==> config.mk <==
export PLATFORM = sky130hd
export DESIGN_NAME = flt_stream_source
export DESIGN_NICKNAME = d
export VERILOG_FILES = /design/src/rtl/flt_stream_source.sv
export SDC_FILE = /design/constraint.sdc
export NUM_CORES = 1
export LEC_CHECK = 0
export ABC_CLOCK_PERIOD_IN_PS = 7800
export BUFFER_PORTS_ARGS = -buffer_cell sky130_fd_sc_hd__buf_2
export CORE_UTILIZATION = 45
export DETAILED_ROUTE_END_ITERATION = 10
export GPL_TIMING_DRIVEN = 0
export PLACE_DENSITY_LB_ADDON = 0.3
export SYNTH_ARGS = -nofsm -noshare
export SYNTH_HDL_FRONTEND = slang
export SYNTH_SLANG_ARGS = --single-unit
==> constraint.sdc <==
create_clock -name clk -period 7.8 [get_ports clk]
set_clock_uncertainty 0.1 [all_clocks]
set_input_delay 1.17 -clock clk [delete_from_list [all_inputs] [get_ports clk]]
set_output_delay 1.17 -clock clk [all_outputs]
set_load 0.05 [all_outputs]
==> src/rtl/flt_stream_source.sv <==
`default_nettype none
// ============================================================================
// Module      : flt_stream_source
// Description : AXI4-Stream source stage for the FP reciprocal test. Aligns the
//               counter with the synchronous ROM, frames beats (tlast/tuser),
//               buffers them in a small FIFO and counts dropped beats.
// Revision    : 1.0 - initial release
// ============================================================================
module flt_stream_source #(
  parameter int DATA_W      = 32,
  parameter int ADDR_W      = 4,
  parameter int ROM_LATENCY = 1,
  parameter int FIRST_ADDR  = 1,
  parameter int LAST_ADDR   = 10,
  parameter int DEPTH       = 4
) (
  input  logic              clk,
  input  logic              rst,
  input  logic              in_valid,
  input  logic [ADDR_W-1:0] in_addr,
  input  logic [DATA_W-1:0] in_data,
  output logic              m_tvalid,
  input  logic              m_tready,
  output logic [DATA_W-1:0] m_tdata,
  output logic              m_tlast,
  output logic [ADDR_W:0]   m_tuser,
  output logic              overflow,
  output logic [7:0]        drop_cnt,
  output logic [15:0]       pkt_cnt
);

  localparam int c_PTR_W = $clog2(DEPTH);
  localparam int c_ENT_W = DATA_W + 1 + ADDR_W + 1;
  localparam logic [c_PTR_W:0] c_DEPTH = (c_PTR_W + 1)'(DEPTH);

  logic [ROM_LATENCY-1:0]             r_pipe_v;
  logic [ROM_LATENCY-1:0][ADDR_W-1:0] r_pipe_a;
  logic [c_ENT_W-1:0]                 r_mem [DEPTH];
  logic [c_PTR_W-1:0]                 r_wr;
  logic [c_PTR_W-1:0]                 r_rd;
  logic [c_PTR_W:0]                   r_cnt;
  logic                               r_overflow;
  logic [7:0]                         r_drop_cnt;
  logic [15:0]                        r_pkt_cnt;

  logic              w_a_valid;
  logic [ADDR_W-1:0] w_a_addr;
  logic [c_ENT_W-1:0] w_beat;
  logic              w_full;
  logic              w_pop;
  logic              w_push;
  logic              w_drop;

  // Address/valid delayed to line up with the ROM data of the same cycle
  always_ff @(posedge clk) begin
    if (rst) begin
      r_pipe_v <= '0;
      r_pipe_a <= '0;
    end else begin
      r_pipe_v[0] <= in_valid;
      r_pipe_a[0] <= in_addr;
      for (int i = 1; i < ROM_LATENCY; i++) begin
        r_pipe_v[i] <= r_pipe_v[i-1];
        r_pipe_a[i] <= r_pipe_a[i-1];
      end
    end
  end

  assign w_a_valid = r_pipe_v[ROM_LATENCY-1];
  assign w_a_addr  = r_pipe_a[ROM_LATENCY-1];
  assign w_beat    = {in_data,
                      (w_a_addr == ADDR_W'(LAST_ADDR)),
                      (w_a_addr == ADDR_W'(FIRST_ADDR)),
                      w_a_addr};

  assign m_tvalid = (r_cnt != '0);
  assign w_full   = (r_cnt == c_DEPTH);
  assign w_pop    = m_tvalid && m_tready;
  assign w_push   = w_a_valid && (!w_full || w_pop);
  assign w_drop   = w_a_valid && w_full && !w_pop;

  assign {m_tdata, m_tlast, m_tuser} = r_mem[r_rd];

  always_ff @(posedge clk) begin
    if (rst) begin
      for (int i = 0; i < DEPTH; i++) r_mem[i] <= '0;
      r_wr  <= '0;
      r_rd  <= '0;
      r_cnt <= '0;
    end else begin
      if (w_push) begin
        r_mem[r_wr] <= w_beat;
        r_wr        <= r_wr + c_PTR_W'(1);
      end
      if (w_pop) r_rd <= r_rd + c_PTR_W'(1);
      case ({w_push, w_pop})
        2'b10:   r_cnt <= r_cnt + (c_PTR_W + 1)'(1);
        2'b01:   r_cnt <= r_cnt - (c_PTR_W + 1)'(1);
        default: r_cnt <= r_cnt;
      endcase
    end
  end

  always_ff @(posedge clk) begin
    if (rst) begin
      r_overflow <= 1'b0;
      r_drop_cnt <= 8'd0;
      r_pkt_cnt  <= 16'd0;
    end else begin
      if (w_drop) begin
        r_overflow <= 1'b1;
        if (r_drop_cnt != 8'hFF) r_drop_cnt <= r_drop_cnt + 8'd1;
      end
      if (w_pop && m_tlast) r_pkt_cnt <= r_pkt_cnt + 16'd1;
    end
  end

  assign overflow = r_overflow;
  assign drop_cnt = r_drop_cnt;
  assign pkt_cnt  = r_pkt_cnt;

endmodule
`default_nettype wire

# Word-level counts from Yosys, hierarchy flattened
# Memories as Yosys holds them, arrays and structs flattened. A register that Yosys moved wholly into a read port is not among the register bits.
# Cells that the tools add are included.
# word_totals
reg_bits,37
mem_bits_rw,152
output_inout_bits,64
elab_cells,44
n_memories,1
# mem_list
memory,words,word_bits,read_ports,rd_clocked_by_memory_dff,write_ports,line_no,rtl
r_mem,4,38,1,1,4,38,logic [c_ENT_W-1:0] r_mem [DEPTH];
# op_classes
addsub,6
n_eq_ne,6
n_mux,11
reduce_logical,12
# ops
op,n
$mux 38,1
$reduce_or 38->1,1
$add 16x1->16 const B,1
$add 8x1->8 const B,1
$ne 8x8->1 const B,1
$mux 1,6
$mux 2,3
$pmux 3 s2,1
$logic_and 1x1->1,5
$add 2x1->2 const B,2
$eq 4x1->1 const B,1
$eq 4x4->1 const B,1
$add 3x1->3 const B,1
$eq 3x3->1 const B,1
$reduce_bool 3->1,1
$sub 3x1->3 const B,1
$eq 2x1->1 const B,1
$eq 2x2->1 const B,1
$logic_not 1->1,2
$reduce_and 2->1,1
$reduce_bool 2->1,1
$logic_or 1x1->1,1

# Longest topological paths before layout
# depth
word_depth,9
depth_mapped,8
depth_no_buf,8

# Least setup slack after synthesis
# No wires, ideal clock.
# synth_timing
path_kind,input-to-reg
from,input port m_tready
to,"memory r_mem[1][0] (netlist bit), enable pin"
setup_time_ps,441
arrival_time_ps,3220
t_required_ps,7259
path_slack_ps,4039
stages,3
cell_sequence,or4b_2 -> nand2_1 -> o21bai_1
# synth_rtl
item,line_no,rtl
start: declaration,23,"input logic m_tready,"
end: declaration,38,

==> summary.md <==
| Metric | Value |
|---|---|
| Outcome | `completed` |
| # port buffers | `102` |
| Total of max-cap violations | `0` |
| IO Count | `~100` |
| CTS tree | `done` |
| Peak Freq | `0.260 GHz` |
| Slew Viols, Final | `0` |
| H-tree depth | `4` |
| Maximum vdd drop | `0.000189 V` |
| Critical Path End Type | `output port` |
| CTS buffer count | `17` |
| FFs w/ async S/R, synth | `0` |
| Vias/cell | `5.42` |
| Placer Congestion | `~0.81` |
| Layout Cells excl Fill | `946` |
| Die width | `between 100 and 150 um` |
| Max-slew headroom | `0.293` |
| Placed cells | `914` |
| Number of remaining DRC errors | `0` |
| Root buffer cell | `clkbuf_16` |
| Final count of hold timing violations | `0` |
| GRT Total Usage | `0.199` |
| Syn_nets | `624` |
| Row count | `49` |
| Register area share after synthesis | `0.647` |
| P&R area growth vs syn | `17.4%` |
| Final-report setup violation count | `0` |
| Setup TNS | `0 ns` |
| Max clock buf depth | `2` |
| HPWL Detailed | `between 10000 and 15000 um` |
| Clk_lat worst skew | `0.44 ns` |
| Mapped Cells | `580` |
| Startpoint types | `flip-flop` |
| Power Dens Cells | `279 nW/um^2` |
| Post-route clock period utilization | `0.493` |
| Largest net degree at the start of global routing | `39` |
| Clock transition at path regs | `about 0.06 ns` |
| Nets | `748` |
| Netlist cell types | `between 40 and 50` |
| Crit path top cell by count | `clkbuf_1` |
| Top_reg_cell synth | `edfxtp_1` |
| Synth Warn # | `0` |
| Initial Util | `0.460` |
| Max stage delay on crit path | `0.58 ns` |
| Clock sinks | `about 190` |
| Minimum clock period | `between 3 and 4 ns` |
| GR Overflow Total | `0` |
| Hold Path Class | `reg2reg` |
| Avg WL per Cell | `18.7 um` |
| Final wirelength | `17700 um` |
| WP data required | `6.53 ns` |
| Number of hold buffers added after CTS | `0` |
| Worst EP arrival | `2.58 ns` |
| Postcts setup bufs | `0` |
| Mean area per synthesized cell | `14.2 sq um` |
| Die Area | `18900 sq um` |
| #FFs+latches synth | `191` |
| First-pass GRT wire length | `~27000 um` |
| Leak Pwr | `between 3 and 4 nW` |
| Slowest CP cell | `clkbuf_1` |
| Mapped cell area | `about 8300 sq um` |
| Initial antenna violation count | `3` |
| DR iter-0 viols | `302` |
| Slew @ Worst Pin | `1.06 ns` |
| RSZ-0062 raised after global routing | `no` |
| Routed Antenna Nets | `0` |
| First drt pass iteration count | `5` |
| Post-synth EDFFs | `~150` |
| Core ar. | `18000 sq um` |
| Die Ht | `137 um` |
| Crit path kind | `reg2out` |
| Layout cells sized above 1 | `0.264` |
| Post-CTS resize count | `0` |
| Crit-path max FO | `10` |
| Vias in the first global route | `5278` |
| CP Cell Sequence | `clkbuf_1, clkbuf_1, mux4_2, buf_2` |
| Vias | `5129` |
## worst max-delay path: cells and delay by family (launching register included)
family                 cells  cell delay, ns
buffers and inverters      3            1.37
muxes                      1            0.43
DFF                        1            0.34
## kinds of logic after synthesis
family	share of synthesized area
DFF	0.647
adders and majority gates	0.00697
muxes	0.105
and+or+nand+nor	0.175
buffers and inverters	0.0259
xor gates and xnor gates	0.0159
AOI/OAI and AO/OA	0.0245
## layout make-up
cell class	count	area, sq um
Multi-Input combinational cell	336	2730
Inverter	14	52.6
Timing Repair Buffer	105	571
Clock inverter	11	116
Antenna cell	1	2.50
Fill cell	1484	8270
Sequential cell	191	5350
Buffer	39	161
Tap cell	229	287
Clock buffer	20	437
## registers in the layout, summed over array words and instances (netlist names), named ones only
name and cells:
r_pipe_v 1, r_rd 2, r_mem 152, pkt_cnt 16
drop_cnt 8, overflow 1, r_wr 2, r_pipe_a 4
r_cnt 3
## cell usage after synthesis, types with 2 or more instances
library cell | number | area share
edfxtp_1 | 152 | 0.55
and2_1 | 70 | 0.053
and3_1 | 68 | 0.051
dfxtp_1 | 39 | 0.095
mux4_2 | 38 | 0.10
nor2_1 | 30 | 0.014
clkbuf_1 | 29 | 0.013
nand2_1 | 17 | 0.0077
a21oi_1 | 14 | 0.0085
inv_1 | 14 | 0.0064
nand3_1 | 13 | 0.0079
xor2_1 | 13 | 0.014
or3_1 | 11 | 0.0083
o21ai_0 | 10 | 0.0061
nor2b_1 | 8 | 0.0061
buf_2 | 6 | 0.0036
nand4_1 | 5 | 0.0038
nor3_1 | 5 | 0.0030
clkbuf_2 | 3 | 0.0018
ha_1 | 3 | 0.0045
or4_1 | 3 | 0.0027
and4_1 | 2 | 0.0021
nand2b_1 | 2 | 0.0015
nor4_1 | 2 | 0.0015
o21bai_1 | 2 | 0.0018
o31ai_1 | 2 | 0.0018
or2_2 | 2 | 0.0015
xnor2_1 | 2 | 0.0021
## stage by stage
stage | worst slack [ns] | utilization | instance area [sq um] | power (mW) | hold WS [ns]
CTS | 3.89 | 0.540 | 9700 | 2.73 | 0.354
global placement | 2.43 | 0.504 | 9060 | 1.89 | 0.335
finish | 3.95 | 0.540 | 9700 | 2.71 | 0.355
global route | 3.82 | 0.540 | 9700 | 2.81 | 0.388
floorplan | 4.04 | - | 8260 | 1.74 | 0.385
detailed placement | 3.97 | 0.509 | 9140 | 1.91 | 0.342
## final timing paths
| check | from | endpoint | slack, ns | cells past startpoint |
|---|---|---|---|---|
| max reg2reg | r_pipe_v | r_mem[0][17] | 4.90 | 6 |
| max | flip-flop | m_tdata[2] | 3.95 | 4 |
| min reg2reg | overflow | overflow | 0.35 | 2 |
| min | overflow | overflow | 0.35 | 2 |
## placed cells by master (no fill, tap or decap), types with 5 or more instances in the layout
| cell type | count |
|---|---|
| xor2_1 | 13 |
| nor3_1 | 5 |
| nand3_1 | 13 |
| or3_1 | 11 |
| inv_1 | 14 |
| nor2_1 | 30 |
| buf_2 | 108 |
| edfxtp_1 | 152 |
| a21oi_1 | 14 |
| mux4_2 | 38 |
| nand4_1 | 5 |
| clkbuf_1 | 32 |
| nand2_1 | 17 |
| and3_1 | 68 |
| nor2b_1 | 8 |
| clkbuf_16 | 17 |
| dfxtp_1 | 39 |
| and2_1 | 70 |
| o21ai_0 | 10 |
## power breakdown
group / internal, mW / leakage, nW / total [mW] / switching, mW
Clock: 0.468 / 0.266 / 0.833 / 0.365
Combinational: 0.221 / 1.75 / 0.691 / 0.470
Sequential: 1.16 / 1.89 / 1.18 / 0.0272
## metal layers
metal  share of wire  GRT usage
met1            0.42      0.244
met2            0.50      0.336
met3           0.061     0.0486
met4           0.017     0.0794
met5         0.00090          0
(Power assumes the default switching activity.)
